## config.mk

```make
export PLATFORM = sky130hd
export DESIGN_NAME = vga_timing_generator
export DESIGN_NICKNAME = d
export VERILOG_FILES = /design/src/rtl/vga_timing_generator.sv
export SDC_FILE = /design/constraint.sdc
export NUM_CORES = 1
export LEC_CHECK = 0
export CELL_PAD_IN_SITES_DETAIL_PLACEMENT = 1
export CELL_PAD_IN_SITES_GLOBAL_PLACEMENT = 1
export CORE_MARGIN = 2
export CORE_UTILIZATION = 37
export CTS_CLUSTER_SIZE = 16
export DETAILED_ROUTE_END_ITERATION = 8
export GPL_TIMING_DRIVEN = 0
export PLACE_DENSITY_LB_ADDON = 0.1
export SYNTH_ARGS = -nofsm -noshare
export SYNTH_HDL_FRONTEND = slang
export SYNTH_SLANG_ARGS = --single-unit
```

## constraint.sdc

```tcl
create_clock -name clk_25MHz -period 2.55 [get_ports clk_25MHz]
set_input_delay 0.51 -clock clk_25MHz [delete_from_list [all_inputs] [get_ports clk_25MHz]]
set_output_delay 0.51 -clock clk_25MHz [all_outputs]
set_load 0.02 [all_outputs]
```

## src/rtl/vga_timing_generator.sv

```systemverilog
// VGA raster timing: pixel/line counters with registered sync, active-video
// and line/frame strobes, all decoded from the next-state counts.
module vga_timing_generator #(
  parameter int H_ACTIVE = 640,
  parameter int H_FP     = 16,
  parameter int H_SYNC   = 96,
  parameter int H_BP     = 48,
  parameter int V_ACTIVE = 480,
  parameter int V_FP     = 10,
  parameter int V_SYNC   = 2,
  parameter int V_BP     = 33,
  parameter bit H_POL    = 1'b0,
  parameter bit V_POL    = 1'b0,
  parameter int CW       = 16
) (
  input  logic          clk_25MHz,
  input  logic          rst_n,
  input  logic          enable,
  input  logic          pix_ce,
  output logic [CW-1:0] h_count,
  output logic [CW-1:0] v_count,
  output logic          hsync,
  output logic          vsync,
  output logic          video_active,
  output logic          line_start,
  output logic          frame_start
);

  localparam int H_TOTAL = H_ACTIVE + H_FP + H_SYNC + H_BP;
  localparam int V_TOTAL = V_ACTIVE + V_FP + V_SYNC + V_BP;

  localparam logic [CW-1:0] ONE    = CW'(1);
  localparam logic [CW-1:0] H_LAST = CW'(H_TOTAL - 1);
  localparam logic [CW-1:0] V_LAST = CW'(V_TOTAL - 1);
  localparam logic [CW-1:0] H_ACT  = CW'(H_ACTIVE);
  localparam logic [CW-1:0] V_ACT  = CW'(V_ACTIVE);
  localparam logic [CW-1:0] HS_ON  = CW'(H_ACTIVE + H_FP);
  localparam logic [CW-1:0] HS_OFF = CW'(H_ACTIVE + H_FP + H_SYNC);
  localparam logic [CW-1:0] VS_ON  = CW'(V_ACTIVE + V_FP);
  localparam logic [CW-1:0] VS_OFF = CW'(V_ACTIVE + V_FP + V_SYNC);

  logic [CW-1:0] h_q, h_d;
  logic [CW-1:0] v_q, v_d;
  logic          hsync_q, hsync_d;
  logic          vsync_q, vsync_d;
  logic          active_q, active_d;
  logic          line_q, line_d;
  logic          frame_q, frame_d;

  always_comb begin
    h_d     = h_q;
    v_d     = v_q;
    line_d  = 1'b0;
    frame_d = 1'b0;
    if (!enable) begin
      h_d = H_LAST;
      v_d = V_LAST;
    end else if (pix_ce) begin
      if (h_q == H_LAST) begin
        h_d = '0;
        v_d = (v_q == V_LAST) ? '0 : v_q + ONE;
      end else begin
        h_d = h_q + ONE;
      end
      line_d  = (h_d == '0);
      frame_d = (h_d == '0) && (v_d == '0);
    end
    // decode from next-state so outputs line up with the counts
    hsync_d  = (h_d >= HS_ON && h_d < HS_OFF) ? H_POL : ~H_POL;
    vsync_d  = (v_d >= VS_ON && v_d < VS_OFF) ? V_POL : ~V_POL;
    active_d = (h_d < H_ACT) && (v_d < V_ACT);
  end

  always_ff @(posedge clk_25MHz or negedge rst_n) begin
    if (!rst_n) begin
      h_q      <= H_LAST;
      v_q      <= V_LAST;
      hsync_q  <= ~H_POL;
      vsync_q  <= ~V_POL;
      active_q <= 1'b0;
      line_q   <= 1'b0;
      frame_q  <= 1'b0;
    end else begin
      h_q      <= h_d;
      v_q      <= v_d;
      hsync_q  <= hsync_d;
      vsync_q  <= vsync_d;
      active_q <= active_d;
      line_q   <= line_d;
      frame_q  <= frame_d;
    end
  end

  assign h_count      = h_q;
  assign v_count      = v_q;
  assign hsync        = hsync_q;
  assign vsync        = vsync_q;
  assign video_active = active_q;
  assign line_start   = line_q;
  assign frame_start  = frame_q;

endmodule

```

==> out/metrics.csv <==
metric,value,unit
insertion_delay,0.29,ns
cts_root_buf,clkbuf_8,
slew_headroom,39.1,%
worst_clock_skew,0.00631,ns
track_usage,25.3,%
ys_types,68,
vdd_ir_drop_max,291,uV
clk_pin_slew,0.08,ns
dr.max_layer_used,met4,
tightest_slew,0.914,ns
synth_nets,355,
drc,0,
overflow,0,
wl_per_cell,20.4,um
viasPerCell,6.00,
crit_chain,"or4_4, buf_6, nor4_4, buf_4, nand4_1, mux2i_2, nand3b_1, o311ai_4, a2111oi_4",
core-area,0.00769,mm2
cts_max_level,2,
synth_top_area_share,21.4,%
cp_slowest_stage_delay,0.56,ns
antenna_cells,0,
die_h,93.0,um
ys_warn_count,0,
crit_path_end_kind,flop,
syn_area_per_cell,8.41,um2
wl_met3,437,um
crit_slowest_cell,or4_4,
die_area,0.00864,mm2
place_ws,-0.800,ns
layout.nets,430,
cpLargestDelayFamily,simple AND/OR/NAND/NOR gates,
setup_viol,6,
report.final.slew_viol_count,0,
grt_max_degree,38,
grt_pass1_wl,17.0,mm
violations,negative setup slack,
die_x,93.0,um
dp.cells,490,
cts_tree,yes,
postCtsHoldBufs,0,
synthTopCellsByArea,"dfrtp_1, dfstp_2, nor2_1",
hold_violations,0,
final_cells,526,
crit_arrival,2.99,ns
synthFlopType,dfrtp_1,
worstPathMaxFanout,5,
drt_iter0_drc,134,
antenna_found_initial,0,
p_per_area,491,mW/mm2
start_util,38.1,%
ys_seq_area_share,32.1,%
clock-sinks,37,
clockBufferDepth,2,
syn_area,0.00293,mm2
grt_pass1_vias,3144,
criticalPathCategory,reg -> reg,
worstSetupStartpointType,flop,
areaGrowthSynthToFinish,40.8,%
rsz0062_at_grt,yes,
holdCritPathClass,in -> async,
finalCritPeriodShare,111,%
dr_wl_met2,5.50,mm
antenna_left,0,
cp_num_buf_inv,2,
rows,32,
finalPower,0.00202,W
ys_ff_latch,37,
outcome,finished with violations,
critPathRequiredTime,2.71,ns
io_pins,41,
synth-edff-count,0,
place_congestion,0.884,
cts_buffers,5,
clock.fmax,353,MHz
synth_largest_area_cell,dfrtp_1,
synthCells,348,
port_buffers,40,
met1_length,4.55,mm
routed_wl,10.7,mm
num_vias,3156,
drive_above_1_share,30.4,%
leakagePower,1.63,nW
drv_cap,0,
n_fill_cell,894,
period_needed,2.83,ns
hpwl,7.25,mm
async_flop_share,100,%
postLayoutSetupSlackWorst,-0.280,ns
dr.pass1.iters,4,
==> state kept, by name, indices dropped and copies added, names as in the netlist <==
signal,cells
h_count,16
v_count,16
frame_start,1
hsync,1
line_start,1
video_active,1
vsync,1
==> where the power goes <==
part	switching, W	total, W	leakage [nW]	internal (W)
registers	0.0000428	0.000674	0.462	0.000631
clock network	0.000222	0.000542	0.0585	0.000319
logic	0.000445	0.000806	1.11	0.000361
total	0.000710	0.00202	1.63	0.00131
==> metal layers <==
layer / vias up / GRT usage (%)
li1: 1456 / -
met1: 1593 / 32.9
met2: 87 / 43.9
met3: 20 / 3.25
met4: 0 / 7.60
met5: - / 0
==> worst reg2reg max path, stage by stage (launching register included) <==
cell and delay, ns:
dfrtp_2 0.43, or4_4 0.56, buf_6 0.14, nor4_4 0.23
buf_4 0.20, nand4_1 0.14, mux2i_2 0.22, nand3b_1 0.29
o311ai_4 0.42, a2111oi_4 0.06
==> worst paths after layout <==
check / from / endpoint / slack (ns) / depth (start not counted)
max reg2reg: h_count[7] / video_active / -0.28 / 9
min reg2reg: v_count[9] / v_count[9] / 0.61 / 2
max: h_count[7] / video_active / -0.28 / 9
min in group clk_25MHz: v_count[9] / v_count[9] / 0.61 / 2
min: rst_n / v_count[5] / 0.33 / 1
max in group asynchronous: rst_n / h_count[6] / 1.57 / 1
==> stage by stage <==
| step | utilization, % | hold slack (ns) | setup TNS, ns | cell area, um2 |
|---|---|---|---|---|
| 2_1_floorplan | - | 0.214 | -0.199 | 2980 |
| 3_3_place_gp | 45.7 | 0.552 | -6.08 | 3510 |
| 3_5_place_dp | 45.6 | 0.565 | -5.20 | 3510 |
| 4_1_cts | 51.6 | 0.375 | -0.921 | 3970 |
| 5_1_grt | 53.6 | 0.404 | -1.57 | 4120 |
| 6_report | 53.6 | 0.332 | -0.938 | 4120 |
==> Yosys cell counts, types with 5 or more instances <==
library cell	number
a21oi_1	16
a31oi_1	5
and3_1	6
and4_1	5
buf_6	6
clkbuf_1	15
clkbuf_8	5
dfrtp_1	25
dfstp_2	12
inv_1	11
nand2_1	19
nand3_1	20
nand4_1	12
nor2_1	28
nor3_1	19
nor4_1	8
o211ai_1	7
o21ai_0	21
or3_1	7
or4_1	6
xnor2_1	12
xor2_1	5
==> cell type report <==
class                   count  area [um2]  share of cell area (%)
multi-input cells         267        1990                    48.2
flip-flops and latches     37         951                    23.1
repair buffers             73         673                    16.3
plain buffers              26         216                    5.25
well taps                 102         128                    3.10
clock buffers               7        86.3                    2.09
inverters                  13        48.8                    1.18
clock inverters             1        30.0                   0.729
==> timing repair <==
action,CTS,global route
resized for setup,40,25
pin swaps,26,15
endpoints found under the setup margin,12,10
buffers inserted,26,7
==> cells by family (layout without fill, tap and decap cells) <==
logic type	count (synthesis)	in the layout	share of synthesized area, %
AND/OR/NAND/NOR	163	163	32.0
AO/OA/AOI/OAI	82	82	19.5
buffers and inverters	44	120	9.32
flip-flops	37	37	32.1
XOR/XNOR	17	17	5.09
adder cells (fa/ha/maj)	3	3	1.28
multiplexers	2	2	0.684
==> cells in the final DEF, fill, tap and decap left out, types with 8 or more instances in the layout <==
| master | instances |
|---|---|
| clkbuf_8 | 12 |
| buf_4 | 33 |
| nor3_1 | 17 |
| xnor2_1 | 11 |
| clkdlybuf4s50_1 | 38 |
| dfstp_2 | 12 |
| nand4_1 | 12 |
| dfrtp_2 | 8 |
| buf_6 | 8 |
| nand2_1 | 18 |
| nor2_1 | 27 |
| a21oi_1 | 11 |
| inv_1 | 10 |
| dfrtp_1 | 17 |
| o21ai_0 | 17 |
| clkbuf_1 | 9 |
| nand3_1 | 19 |
Power figures use the tool's default switching activity.
==> edit 1: new RTL, same flow settings <==
The output `video_active` loses its register stage (`active_q` becomes a continuous assignment).
--- a/src/rtl/vga_timing_generator.sv
+++ b/src/rtl/vga_timing_generator.sv
@@ -78,5 +78,4 @@
       hsync_q  <= ~H_POL;
       vsync_q  <= ~V_POL;
-      active_q <= 1'b0;
       line_q   <= 1'b0;
       frame_q  <= 1'b0;
@@ -86,9 +85,10 @@
       hsync_q  <= hsync_d;
       vsync_q  <= vsync_d;
-      active_q <= active_d;
       line_q   <= line_d;
       frame_q  <= frame_d;
     end
   end
+
+  assign active_q = active_d;
 
   assign h_count      = h_q;
Formal check against the unedited RTL: not equivalent (Yosys sat finds a counterexample within 4 cycles, from zero or initial values and one cycle with rst_n low).
==> edit 1 against the original RTL <==
The run still ends with setup timing left. Design area down 4.8%. Synthesized cell count shrank 0.29%. Setup slack got worse by 790 ps. Sequential cell count down 1. Synthesized area down 0.85%. Routed wire length is 3.7% lower. Power fell by 3.9%. Largest power group unchanged.
==> edit 1: results (changes against the original RTL) <==
Logic synthesis
  – Top post-synthesis cells by area: dfrtp_1 21%, dfstp_2 11%, nor2_1 3.6%
  – Syn Area/Cell: 8.37 um2 (-0.57%)
  – Post-synth top cells: 28 x nor2_1, 24 x dfrtp_1, 21 x o21ai_0, 20 x nand3_1

Place
  – Routability cong.: 0.869 (-1.6%)
  – Placed cell area: 3480 um2 (-0.68%)
  – Hpwl dp: 7.16 mm (-1.3%)
  – Place WS: -1800 ps (-1000 ps)
  – Placed cells: 489 (-0.20%)

Layout
  – # fillers: 897 (+0.34%)
  – Post-layout net count: 415 (-3.5%)
  – Share of layout cells above drive strength 1: 0.279 (-0.0255)
  – Ant. Diodes: 0 (unchanged)
  – Post-route insts no fill: 511 (-2.9%)

Detailed routing
  – Vias/cell: 6.05 (+0.91%)
  – Drt first-iter violations: 132 (-1.5%)
  – WL/cell: 20.2 um (-0.82%)

Global routing
  – Maximum number of pins on one net before global-route repair: 37 (-2.6%)
  – M1 GR Usage: 0.316 (-0.0130)
  – Met2 Usage GRT: 0.419 (-0.0199)
  – Number of global-route vias before repair: 3,157 (+0.41%)
  – M3 GR Usage: 0.0456 (+0.0130)
  – First-pass GRT wire length: 16.5 mm (-2.8%)
  – GRT Total Usage: 0.246 (-0.00732)

Timing
  – TNS Setup: -1700 ps (-760 ps)
  – Normalized max-slew margin: 0.401 (+0.0109)
  – Final worst setup slack: -1070 ps (-788 ps)
  – Hold WS: 335 ps (+2.22 ps)
  – Final setup violation count: 5 (-1)
  – Fin Clk Skew: 6.22 ps (-0.0904 ps)

Power
  – Combinational power share: 0.388 (-0.011)
  – Worst vdd ir: 0.000212 V (-27%)
  – Seq group: 0.660 mW (-2%)
  – Leak: 1.51 nW (-7.5%)
  – Net Sw Frac: 0.368 (+0.0173)
  – Sequential Power Share: 0.340 (+0.007)

Critical path
  – Setup slack, reg-to-reg: -390 ps (-110 ps)
  – CP arrival: 3110 ps (+120 ps)
  – Crit Path Max Fanout: 6 (+1)
  – Crit path to: video_active
  – CP max stage delay: 570 ps
  – Origin of the worst setup path: h_count[10]$_DFF_PN0_
  – Worst r2r dst: vsync$_DFF_PN1_

Outcome
  – Status: finished, violations left
  – Failing checks: setup timing

CTS
  – CTS Buffer Depth: 2 (unchanged)
  – Total clock buffers created by CTS: 5 (unchanged)
  – PostCTS Resize Cnt: 33 (-18%)
  – Post-CTS Setup Inserts: 12 (-54%)
[edit 1: cell types whose count changed after synthesis]
cell,change
dfrtp_1,-1
[edit 1: layout make-up]
| class | count | area share |
|---|---|---|
| Multi-Input combinational cell | 267 | 0.498 |
| Sequential cell | 36 | 0.235 |
| Timing Repair Buffer | 59 | 0.139 |
| Buffer | 26 | 0.0542 |
| Tap cell | 102 | 0.0325 |
| Clock buffer | 5 | 0.0175 |
| Inverter | 13 | 0.0124 |
| Clock inverter | 3 | 0.0108 |
[edit 1: per-layer routing]
metal,up-vias,routed length (um)
met4,0,331
li1,1430,-
met5,-,0
met3,30,481
met2,83,5080
met1,1551,4450
[edit 1: kinds of logic after synthesis]
group / count (synthesis) / share of synthesized area
xor gates and xnor gates: 17 / 0.0513
AOI/OAI and AO/OA: 82 / 0.197
adders and majority gates: 3 / 0.0129
DFF: 36 / 0.316
muxes: 2 / 0.00690
buffers and inverters: 44 / 0.0940
and+or+nand+nor: 163 / 0.323
==> edit 2: new RTL, same flow settings <==
Without the edit above. Change the parameter `CW` from 16 to 17.
--- a/src/rtl/vga_timing_generator.sv
+++ b/src/rtl/vga_timing_generator.sv
@@ -12,5 +12,5 @@
   parameter bit H_POL    = 1'b0,
   parameter bit V_POL    = 1'b0,
-  parameter int CW       = 16
+  parameter int CW       = 17
 ) (
   input  logic          clk_25MHz,
Interface: changed (resized h_count and v_count); port bits go from 41 to 43. The function was not compared with the original's and may differ.
==> edit 2 against the original RTL <==
The run still ends with setup timing left. Sequential cell count grew 2. Design area grew 9.6%. Non-clock buffer count grew 15. Synthesized area grew 8.1%. Power grew 5.6%. Critical path type unchanged. Highest routed layer unchanged. Setup slack gained 60 ps. Largest cell class unchanged. Combinational power grew 18%. Routed wire length grew 16%.
==> edit 2: results (changes against the original RTL) <==
Global routing
  – M1 GR Usage: 0.326 (-0.00277)
  – Number of global-route vias before repair: 3,542 (+13%)
  – GRT Total Usage: 0.258 (+0.00482)
  – Maximum number of pins on one net before global-route repair: 24 (-37%)
  – M3 GR Usage: 0.0334 (+0.000812)
  – Met2 Usage GRT: 0.449 (+0.0101)
  – Initial antenna violation count: 0 (unchanged)
  – First-pass GRT wire length: 18.3 mm (+8.0%)

Timing
  – Hold WS: 158 ps (-174 ps)
  – Fin. Hold Viols: 0 (unchanged)
  – Final setup violation count: 3 (-3)
  – Final worst setup slack: -220 ps (+59.8 ps)
  – Least-Margin Pin Slew: 648 ps (-266 ps)
  – Fin Clk Skew: 3.16 ps (-3.15 ps)

CTS
  – Root Driver: clkbuf_8
  – Total clock buffers created by CTS: 5 (unchanged)
  – Worst-skew pair later-pin latency: 290 ps (about the same)
  – Clock-pin slew on the worst setup and hold paths: 80 ps (about the same)
  – CTS Buffer Depth: 2 (unchanged)
  – Htree depth: 2 (unchanged)

Layout
  – Share of layout cells above drive strength 1: 0.312 (+0.00758)
  – Post-route insts no fill: 570 (+8.4%)
  – Post-layout net count: 471 (+9.5%)
  – Ant. Diodes: 0 (unchanged)

Logic synthesis
  – Syn. warnings: 0 (unchanged)
  – Syn Area/Cell: 8.27 um2 (-1.8%)
  – Yosys cell types: 69 (+1.5%)
  – Post-Synth Adder-Cell Area: 0.0119 (-0.000963)
  – Post-synthesis compound-gate area fraction: 0.197 (+0.00236)
  – Post-synth top cells: 31 x nor2_1, 27 x dfrtp_1, 25 x nand2_1, 20 x o21ai_0
  – Post-Synth XOR/XNOR Area: 0.0498 (-0.00105)
  – Net Count, Synth: 390 (+9.9%)
  – Top post-synthesis cells by area: dfrtp_1 21%, dfstp_2 10%, nor2_1 3.7%
  – Register area share after synthesis: 0.313 (-0.00832)
  – Ys flop type: dfrtp_1
  – Async S/R FF share, synth: 1.00 (unchanged)
  – Mux cell area share after synthesis: 0.0134 (+0.00660)

Critical path
  – CP arrival: 2970 ps (-20 ps)
  – CP max stage delay: 580 ps (+20 ps)
  – Crit Path Category: reg -> reg
  – Crit Path Max Fanout: 9 (+4)
  – Reg2reg start: v_count[9]$_DFF_PN1_
  – Top delay family on crit path: simple AND/OR/NAND/NOR gates
  – Worst-path cell with the longest stage delay: or4_4

Min path
  – Worst hold path type: in -> async

Place
  – PortBufs: 42 (+5.0%)
  – Hpwl dp: 8.04 mm (+11%)
  – Routability cong.: 0.865 (-2.1%)
  – Placed cells: 531 (+8.4%)

Detailed routing
  – DR pass1 iterations: 6 (+2)
  – Drt first-iter violations: 135 (+0.75%)
  – Vias/cell: 6.18 (+3.0%)
  – WL/cell: 21.8 um (+6.7%)

Power
  – Leak: 1.81 nW (+11%)
  – Worst vdd ir: 0.000325 V (+12%)

Outcome
  – Status: finished, violations left
  – Failing checks: setup timing
-- edit 2: cell types whose count changed in the layout (fill, tap and decap cells not counted), sizes merged, moves of 4 or more --
cell / unedited run / this run
o21a: 0 / 4
buf: 44 / 62
nor3: 19 / 15
clkbuf: 23 / 19
o211ai: 7 / 0
and2: 3 / 9
nand4: 12 / 17
or4: 8 / 3
nand2: 19 / 26
-- edit 2: power breakdown --
| part | leakage [nW] | internal [mW] | switching (mW) |
|---|---|---|---|
| sequential | 0.501 | 0.660 | 0.0389 |
| clock | 0.0515 | 0.247 | 0.234 |
| combinational | 1.26 | 0.435 | 0.520 |
| total | 1.81 | 1.34 | 0.793 |
-- edit 2: cells by family after synthesis --
logic type / count (synthesis)
and+or+nand+nor: 179
AOI/OAI and AO/OA: 87
buffers and inverters: 53
xor gates and xnor gates: 18
muxes: 4
adders and majority gates: 3
DFF: 39
-- edit 2: final timing paths --
path	end	cells past startpoint
hold reg to reg	h_count[3]$_DFF_PN1_	2
setup / recovery	video_active$_DFF_PN0_	8
setup reg to reg	video_active$_DFF_PN0_	8
min in group clk_25MHz	h_count[3]$_DFF_PN1_	2
max in group asynchronous	h_count[4]$_DFF_PN1_	2
hold / removal	v_count[7]$_DFF_PN0_	1
-- edit 2: per-layer routing --
layer / share of wire / vias up / routed length, um
li1: - / 1602 / -
met1: 0.42 / 1746 / 5250
met2: 0.50 / 136 / 6150
met3: 0.047 / 39 / 584
met4: 0.035 / 0 / 429
met5: 0 / - / 0
-- edit 2: stage by stage --
step / power [mW] / setup WS [ps] / instance area, um2 / util / TNS [ps]
CTS: 2.02 / -206 / 4240 / 0.513 / -551
global route: 2.24 / -341 / 4520 / 0.547 / -935
global placement: 1.35 / -824 / 3740 / 0.453 / -6630
detailed placement: 1.36 / -850 / 3760 / 0.456 / -5050
floorplan: 1.14 / -168 / 3190 / - / -445
finish: 2.14 / -220 / 4520 / 0.547 / -537
-- edit 2: timing repair --
action	4_1_cts	5_1_grt
cloned	1	0
gates resized for setup	46	43
pin swaps	17	21
endpoints found under the hold margin	0	0
setup buffers	18	16
endpoints found under the setup margin	13	10
-- edit 2: cell type report --
type,instances,area [um2]
clock buffer,8,100
multi-input combinational,291,2260
fill,968,3740
buffer,36,260
tap,105,131
timing repair buffer,78,723
sequential,39,992
inverter,13,51.3
